[config.mk]
export PLATFORM = sky130hd
export DESIGN_NAME = pio_host_if
export DESIGN_NICKNAME = d
export VERILOG_FILES = /design/src/rtl/pio_pkg.sv /design/src/rtl/pio_imm_slot.sv /design/src/rtl/pio_host_if.sv
export SDC_FILE = /design/constraint.sdc
export NUM_CORES = 1
export LEC_CHECK = 0
export ABC_AREA = 0
export CORE_AREA = 2 2 364 366
export CTS_CLUSTER_DIAMETER = 40
export DETAILED_ROUTE_END_ITERATION = 8
export DIE_AREA = 0 0 366 368
export PLACE_DENSITY = 0.68
export SYNTH_ARGS = -nofsm -noshare
export SYNTH_HDL_FRONTEND = slang
export SYNTH_HIERARCHICAL = 1
export SYNTH_SLANG_ARGS = --single-unit
[constraint.sdc]
create_clock -name clk -period 2.25 [get_ports clk]
set_input_delay 0.45 -clock clk [delete_from_list [all_inputs] [get_ports clk]]
set_output_delay 0.45 -clock clk [all_outputs]
set_load 0.03 [all_outputs]
[src/rtl/pio_pkg.sv]
// Shared action codes, field widths and reset constants for the PIO host command interface.
package pio_pkg;
    localparam logic [3:0] ACT_NONE  = 4'd0;
    localparam logic [3:0] ACT_INSTR = 4'd1;
    localparam logic [3:0] ACT_PEND  = 4'd2;
    localparam logic [3:0] ACT_PULL  = 4'd3;
    localparam logic [3:0] ACT_PUSH  = 4'd4;
    localparam logic [3:0] ACT_GRPS  = 4'd5;
    localparam logic [3:0] ACT_EN    = 4'd6;
    localparam logic [3:0] ACT_DIV   = 4'd7;
    localparam logic [3:0] ACT_SIDES = 4'd8;
    localparam logic [3:0] ACT_IMM   = 4'd9;
    localparam logic [3:0] ACT_SHIFT = 4'd10;
    localparam logic [3:0] ACT_IPINS = 4'd11;
    localparam logic [3:0] ACT_IDIRS = 4'd12;

    localparam int INSTR_W = 16;
    localparam int DIV_W   = 24;
    localparam int PEND_W  = 5;
    localparam int SIDES_W = 6;
    localparam int SHIFT_W = 16;

    localparam logic [DIV_W-1:0]  DIV_RESET  = 24'h000100;
    localparam logic [PEND_W-1:0] PEND_RESET = 5'd31;
endpackage

[src/rtl/pio_imm_slot.sv]
// One machine's pending immediate instruction: held until the core accepts it.
module pio_imm_slot
    import pio_pkg::*;
(
    input  logic               clk,
    input  logic               rst_n,
    input  logic               load_i,
    input  logic [INSTR_W-1:0] instr_i,
    input  logic               ready_i,
    output logic               valid_o,
    output logic [INSTR_W-1:0] instr_o
);
    logic               valid_q;
    logic [INSTR_W-1:0] instr_q;

    // A load on the acceptance edge wins so the new instruction is not lost.
    always_ff @(posedge clk or negedge rst_n) begin
        if (!rst_n) begin
            valid_q <= 1'b0;
            instr_q <= '0;
        end else if (load_i) begin
            valid_q <= 1'b1;
            instr_q <= instr_i;
        end else if (valid_q && ready_i) begin
            valid_q <= 1'b0;
        end
    end

    assign valid_o = valid_q;
    assign instr_o = instr_q;
endmodule

[src/rtl/pio_host_if.sv]
// Host command responder: decodes one action per cycle into PIO config, imem writes and FIFO/IMM handshakes.
module pio_host_if
    import pio_pkg::*;
#(
    parameter int NUM_SM     = 4,
    parameter int IMEM_DEPTH = 32
) (
    input  logic                            clk,
    input  logic                            reset,
    input  logic [3:0]                      action,
    input  logic [$clog2(IMEM_DEPTH)-1:0]   index,
    input  logic [$clog2(NUM_SM)-1:0]       mindex,
    input  logic [31:0]                     din,
    output logic [31:0]                     dout,
    output logic [NUM_SM-1:0]               full,
    output logic [NUM_SM-1:0]               empty,
    input  logic [$clog2(IMEM_DEPTH)-1:0]   imem_raddr,
    output logic [INSTR_W-1:0]              imem_rdata,
    output logic [NUM_SM*PEND_W-1:0]        cfg_pend,
    output logic [NUM_SM*DIV_W-1:0]         cfg_div,
    output logic [NUM_SM*32-1:0]            cfg_grps,
    output logic [NUM_SM-1:0]               cfg_en,
    output logic [NUM_SM*SIDES_W-1:0]       cfg_sides,
    output logic [NUM_SM*SHIFT_W-1:0]       cfg_shift,
    output logic [NUM_SM*32-1:0]            cfg_ipins,
    output logic [NUM_SM*32-1:0]            cfg_idirs,
    output logic [NUM_SM-1:0]               tx_push,
    output logic [31:0]                     tx_data,
    input  logic [NUM_SM-1:0]               tx_full,
    output logic [NUM_SM-1:0]               rx_pop,
    input  logic [NUM_SM*32-1:0]            rx_data,
    input  logic [NUM_SM-1:0]               rx_empty,
    output logic [NUM_SM-1:0]               imm_valid,
    output logic [NUM_SM*INSTR_W-1:0]       imm_instr,
    input  logic [NUM_SM-1:0]               imm_ready
);
    logic [INSTR_W-1:0]                    imem_q [IMEM_DEPTH];
    logic [NUM_SM-1:0][PEND_W-1:0]         pend_q;
    logic [NUM_SM-1:0][DIV_W-1:0]          div_q;
    logic [NUM_SM-1:0][31:0]               grps_q, ipins_q, idirs_q;
    logic [NUM_SM-1:0]                     en_q;
    logic [NUM_SM-1:0][SIDES_W-1:0]        sides_q;
    logic [NUM_SM-1:0][SHIFT_W-1:0]        shift_q;
    logic [NUM_SM-1:0]                     tx_push_q, tx_push_d, rx_pop_q, rx_pop_d;
    logic [31:0]                           tx_data_q, dout_q;
    logic [NUM_SM-1:0][31:0]               rx_words;
    logic [NUM_SM-1:0][INSTR_W-1:0]        imm_instr_w;
    logic [NUM_SM-1:0]                     sel, imm_load;

    assign rx_words = rx_data;

    always_comb begin
        sel         = '0;
        sel[mindex] = 1'b1;
        tx_push_d   = (action == ACT_PULL) ? (sel & ~tx_full)  : '0;
        rx_pop_d    = (action == ACT_PUSH) ? (sel & ~rx_empty) : '0;
        imm_load    = (action == ACT_IMM)  ? sel               : '0;
    end

    always_ff @(posedge clk or negedge reset) begin
        if (!reset) begin
            for (int i = 0; i < IMEM_DEPTH; i++) imem_q[i] <= '0;
        end else if (action == ACT_INSTR) begin
            imem_q[index] <= din[INSTR_W-1:0];
        end
    end

    always_ff @(posedge clk or negedge reset) begin
        if (!reset) begin
            pend_q    <= {NUM_SM{PEND_RESET}};
            div_q     <= {NUM_SM{DIV_RESET}};
            grps_q    <= '0;
            ipins_q   <= '0;
            idirs_q   <= '0;
            en_q      <= '0;
            sides_q   <= '0;
            shift_q   <= '0;
            tx_push_q <= '0;
            rx_pop_q  <= '0;
            tx_data_q <= '0;
            dout_q    <= '0;
        end else begin
            tx_push_q <= tx_push_d;
            rx_pop_q  <= rx_pop_d;
            // Refused PULL/PUSH leave the data registers untouched.
            if (|tx_push_d) tx_data_q <= din;
            if (|rx_pop_d)  dout_q    <= rx_words[mindex];
            case (action)
                ACT_PEND:  pend_q[mindex]  <= din[PEND_W-1:0];
                ACT_DIV:   div_q[mindex]   <= din[DIV_W-1:0];
                ACT_GRPS:  grps_q[mindex]  <= din;
                ACT_EN:    en_q[mindex]    <= din[0];
                ACT_SIDES: sides_q[mindex] <= din[SIDES_W-1:0];
                ACT_SHIFT: shift_q[mindex] <= din[SHIFT_W-1:0];
                ACT_IPINS: ipins_q[mindex] <= din;
                ACT_IDIRS: idirs_q[mindex] <= din;
                default: ;
            endcase
        end
    end

    for (genvar g = 0; g < NUM_SM; g++) begin : g_imm
        pio_imm_slot u_slot (
            .clk     (clk),
            .rst_n   (reset),
            .load_i  (imm_load[g]),
            .instr_i (din[INSTR_W-1:0]),
            .ready_i (imm_ready[g]),
            .valid_o (imm_valid[g]),
            .instr_o (imm_instr_w[g])
        );
    end

    assign imem_rdata = imem_q[imem_raddr];
    assign full       = tx_full;
    assign empty      = rx_empty;
    assign cfg_pend   = pend_q;
    assign cfg_div    = div_q;
    assign cfg_grps   = grps_q;
    assign cfg_en     = en_q;
    assign cfg_sides  = sides_q;
    assign cfg_shift  = shift_q;
    assign cfg_ipins  = ipins_q;
    assign cfg_idirs  = idirs_q;
    assign tx_push    = tx_push_q;
    assign tx_data    = tx_data_q;
    assign rx_pop     = rx_pop_q;
    assign dout       = dout_q;
    assign imm_instr  = imm_instr_w;
endmodule

[After elaboration in Yosys (flattened, before gate mapping)]
Cells that the tools add are included.
Word-level totals
  register bits: 1244
  logic and storage cells: 147
Cells by class
  order comparisons: 5
  equality and inequality tests: 12
  mux-type cells: 39
  bitwise operators: 6
  reduce and logical (&&, ||, !) cells: 12
Operator list (count)
  512-bit bitwise mux: 1
  128-bit bitwise mux: 3
  96-bit bitwise mux: 1
  16-bit binary-select mux with 5-bit select: 1
  16-bit demux with 5-bit select: 1
  32-bit binary-select mux with 2-bit select: 1
  64-bit bitwise mux: 1
  32-bit demux with 2-bit select: 1
  16-bit two-way mux: 4
  32-bit two-way mux: 2
  24-bit demux with 2-bit select: 1
  16-bit demux with 2-bit select: 1
  24-bit bitwise mux: 1
  24-bit two-way mux: 1
  20-bit bitwise mux: 1
  4-bit equality test (second input constant): 5
  4-bit by 3-bit equality test with 1-bit output (second input constant): 4
  6-bit demux with 2-bit select: 1
  6-bit >= comparator (second input constant): 2
  4-bit two-way mux: 3
  5-bit NOT with 6-bit output: 2
  5-bit demux with 2-bit select: 1
  1-bit two-way mux: 9
  4-bit bitwise AND: 2
  other kinds (13): 24

[Longest topological paths before layout]
  word-level depth: 7
  mapped depth: 8
  depth with buffers taken out: 5

[By module]
The synthesis kept the hierarchy.
By module, submodules not included
  pio_host_if: times used 1, cells an instance 3290, area each 49383.6 um2, sequential area each 29458.3 um2
  pio_imm_slot: times used 4, cells an instance 37, area each 683.2 um2, sequential area each 425.4 um2

[Worst setup path before layout]
Ideal clock, no wire load.
  path kind: input to output
  start point: in imem_raddr[1]
  end point: out imem_rdata[10]
  data arrival time: 1.988 ns
  data required time: 1.800 ns
  setup slack: -0.188 ns
  stages: 7
  path buffers: 3
  path through: clkbuf_1 buf_2 buf_1 mux2i_1 a22oi_1 a31oi_1 nand3_1
Between the ends
  longest elaborated chain between the ends: 4
RTL lines
  start: declaration: RTL line pio_host_if.sv:17  | input logic [$clog2(IMEM_DEPTH)-1:0] imem_raddr,
  5-bit NOT with 6-bit output (not written as such): RTL line pio_host_if.sv:114  | assign imem_rdata = imem_q[imem_raddr];
  16-bit binary-select mux with 5-bit select: RTL line pio_host_if.sv:114
  16-bit two-way mux (not written as such) (2 in a row): RTL line pio_host_if.sv:114
  end: declaration: RTL line pio_host_if.sv:18  | output logic [INSTR_W-1:0] imem_rdata,
Every way passes these cells. The select of a mux whose other input is x is not followed.

[Worst setup path after layout]
  start point: reg imem_q[443] in the netlist's numbering
  end point: out imem_rdata[11]
Between the ends
  longest elaborated chain between the ends: 3
RTL lines
  start: declaration: RTL line pio_host_if.sv:37  | logic [INSTR_W-1:0] imem_q [IMEM_DEPTH];
  start signal: indexed assignment: RTL line pio_host_if.sv:64  | imem_q[index] <= din[INSTR_W-1:0];
  16-bit binary-select mux with 5-bit select: RTL line pio_host_if.sv:114
  16-bit two-way mux (not written as such) (2 in a row): RTL line pio_host_if.sv:114
Every way passes these cells. The select of a mux whose other input is x is not followed.

==> reports/qor_table.md <==
| Step | Parameter | Value |
|:---|:---|:---|
| outcome | Result of the run | finished with violations |
| outcome | Violated checks | setup timing |
| grt | Maximum number of pins on one net before global-route repair | 98 |
| worst setup path | Worst setup path end | imem_rdata[11] |
| cells and area | Final core occ | 0.5535 |
| cells and area | Post-synthesis to final-layout area growth | 38.90% |
| sta | Worst path setup slack after routing | -0.6082 ns |
| sta | Maximum operating frequency | 349.9 MHz |
| sta | Final clock skew | 0 ns |
| cells and area | Fraction of layout instances using a drive strength above 1 | 0.4422 |
| place | Final HPWL DP | 138700 um |
| cts | Clock tree sinks | 1244 |
| grt | Antenna violations before repair | 43 |
| worst setup path | Critical path's slowest cell | dfrtp_1 |
| floorplan | Horizontal extent of the die | 366 um |
| min path | Class of the tightest hold or removal check | input port to asynchronous set/reset pin |
| floorplan | Initial standard-cell utilization of the core | 0.3984 |
| sta | Tightest Pin Transition | 0.9658 ns |
| worst setup path | Worst Path Max Fanout | 2 |
| place | # placed instances | 6236 |
| worst setup path | Critical path buffers and inverters | 2 |
| worst setup path | Worst setup path startpoint | imem_q[443]$_DFFE_PN0P_ |
| yosys | Flop and latch count out of synthesis | 1244 |
| drt | Post-route antenna net violation count | 0 |
| drt | DR pass1 iterations | 7 |
| place | # port buffers | 945 |
| drt | Number of remaining DRC errors | 0 |
| worst setup path | Cell-by-cell trace of the critical path | mux2i_2 > buf_4 > a22o_1 > nor3_2 > a31oi_2 > nand3_2 > buf_6 |
| worst setup path | Kind of cell adding the most delay to the critical path | compound AO/OA/AOI/OAI gates |
| cts | CTS clk-pin slew, worst paths | 0.06 ns |
| cells and area | Final cell count without fillers | 6568 |
| yosys | Warnings, synthesis | 6 |
| cts | TritonCTS clock tree | yes |
| yosys | Library cell occupying the most area in the post-synthesis netlist | dfrtp_1 |
| yosys | Part of the Yosys area used for sequential elements | 0.5979 |
| floorplan | Height of the chip | 368 um |
| yosys | Number of distinct standard cells referenced by the synthesized netlist | 38 |
| cts | Clock Path Buffers | 3 |
| worst setup path | Kind of critical path | register to primary output |
| worst setup path | Origin of the critical flop-to-flop path | dout[15]$_DFFE_PN0P_ |
| yosys | Fraction of post-synthesis cell area in the top cell type by area | 0.5858 |
| worst setup path | Critical path capture point type | primary output |
| drt | Drt via density | 5.393 |
| cts | CTS Buf Count | 166 |
| cts | H-Tree Level Count | 4 |
| power and ir drop | Maximum resistive drop on vdd | 0.8582 mV |
| yosys | Synthesized Nets | 3628 |
| sta | Tcrit/Tclk final | 1.270 |
| worst setup path | Worst EP arrival | 2.41 ns |
| sta | Final hold vios | 0 |
| flow run | Max Cap Viol | 0 |
| floorplan | Die Outline Area | 134700 um^2 |
| cts | Clock latency on the worst-skew pair | 0.77 ns |
| worst setup path | Worst-case reg-to-reg path depth | 1 |
| grt | Global router's overall resource usage | 0.2870 |
| yosys | Most common cell in the netlist | dfrtp_1 |
| grt | Congestion Overflow GR | 0 |
| worst setup path | Register-to-register path setup slack | 1.36 ns |
| worst setup path | Capture point of the worst reg-to-reg path | dout[15]$_DFFE_PN0P_ |
| power and ir drop | Leak Pwr | 36.20 nW |
| drt | Via count | 35420 |
| drt | DR WL/cell | 29.61 um |
| drt | Total wirelength of the detailed-routed design | 194500 um |
| sta | Setup repair after global routing missed its margin | yes |
| grt | Via count of the first global-routing pass | 36950 |
| yosys | Cells after synthesis | 3438 |
| floorplan | Io pins | 946 |
| worst setup path | Crit path largest cell delay | 0.39 ns |
| place | Post-place setup slack | -0.8306 ns |
| place | Final RePlAce weighted congestion | 0.9596 |
| floorplan | Number of rows created at floorplan | 133 |
| drt | Initial drt markers | 2327 |
| cts | Clk root buf | clkbuf_16 |
| yosys | Top flip-flop cell by instance count after synthesis | dfrtp_1 |
| sta | Number of pins with negative max-slew slack in the final report | 0 |
| sta | Setup violations, final | 16 |
| yosys | Fraction of registers with async set/reset | 1.000 |
| yosys | Number of synthesized flops with an enable pin | 0 |
| sta | Worst rel slew slack | 0.3562 |
| worst setup path | Startpoint class of the critical path | register |
| cells and area | Number of filler instances in the final layout | 10980 |
| yosys | Most used standard cells in the synthesized netlist | dfrtp_1, mux2_2, mux2i_1 |
| yosys | Mean area per synthesized cell | 15.16 um^2 |
| yosys | Area contributors post-synth | dfrtp_1, mux2_2, mux2i_1 |
| yosys | Synth Cell Area | 52120 um^2 |
| floorplan | Placeable core region | 130800 um^2 |
| worst setup path | CP required | 1.80 ns |
| grt | First-pass GRT wire length | 277700 um |
| worst setup path | Levels on crit path | 7 |
| cells and area | Number of nets at the end of the flow | 4843 |
| power and ir drop | Pwr Density | 980.4 nW/um^2 |
| sta | Min cycle time layout | 2.858 ns |
## flip-flops by register name, indices dropped and copies added (netlist names)
signal                cells
cfg_div                  96
cfg_en                    4
cfg_grps                128
cfg_idirs               128
cfg_ipins               128
cfg_pend                 20
cfg_shift                64
cfg_sides                24
dout                     32
g_imm.u_slot/instr_o     64
g_imm.u_slot/valid_o      4
imem_q                  512
rx_pop                    4
tx_data                  32
tx_push                   4
## how the worst min path moves through the flow
stage,start,endpoint,slack (ns),cells after the start
after floorplan,reset,cfg_div[0]$_DFFE_PN0P_,0.15,0
after global placement,reset,cfg_shift[42]$_DFFE_PN0P_,0.39,1
after detailed placement,reset,cfg_shift[42]$_DFFE_PN0P_,0.39,1
after CTS,reset,cfg_shift[26]$_DFFE_PN0P_,0.15,2
after global routing,reset,cfg_div[0]$_DFFE_PN0P_,0.19,2
final,reset,cfg_shift[42]$_DFFE_PN0P_,0.21,2
## kinds of logic (layout without fill, tap and decap cells)
group,after synthesis,count (layout),synth area share
flops,1244,1244,0.5979
simple gates,224,224,0.02202
other cells,0,23,0
compound gates,148,148,0.02026
mux,1522,1522,0.3327
buf+inv,300,1652,0.02718
## per-layer routing
metal	global-route usage	part of all wire
met3	0.1008	0.10
met2	0.4426	0.45
met4	0.1025	0.035
met1	0.3742	0.41
met5	0	0.00082
## final cells by class
type	instances	area [um^2]	share of cell area
diodes	23	57.56	0.0007951
clock buffers	203	4526	0.06252
inverters	4	15.01	0.0002074
repair buffers	1343	13260	0.1831
multi-input cells	1894	19910	0.2751
clock inverters	102	1269	0.01753
well taps	1755	2196	0.03033
flip-flops and latches	1244	31160	0.4304
## repair_timing
action                                 in CTS  in global routing
endpoints found under the hold margin     338                  0
setup endpoints to repair                 741                 18
pin swaps                                   8                 12
gates resized for setup                   779                  5
cloned                                      0                  0
hold buffers                                1                  0
setup buffers                               3                  0
## power breakdown
group          switching [mW]  internal (mW)
Combinational            10.5           6.14
Clock                    10.6           16.7
Sequential               1.57           25.5
## placed cells by master (no fill, tap or decap), drive strengths merged, types with 35 or more instances in the layout
master,count
a22oi,64
buf,448
clkbuf,203
clkdlybuf4s50,167
clkinv,48
dfrtp,1220
dlygate4sd2,711
mux2,1232
mux2i,256
nand2,84
nand3,35
## through the flow
step	power [mW]	TNS [ns]	area, um^2	hold slack (ns)
floorplan	36.51	0	52230	0.1544
global placement	45.67	-355.66	67200	0.3869
detailed placement	45.92	-375.83	67200	0.3938
CTS	71.47	-9.035	72310	0.1518
global route	73.42	-9.794	72340	0.1870
finish	70.97	-7.870	72390	0.2069
No activity file was read; power rests on OpenSTA's default activity.
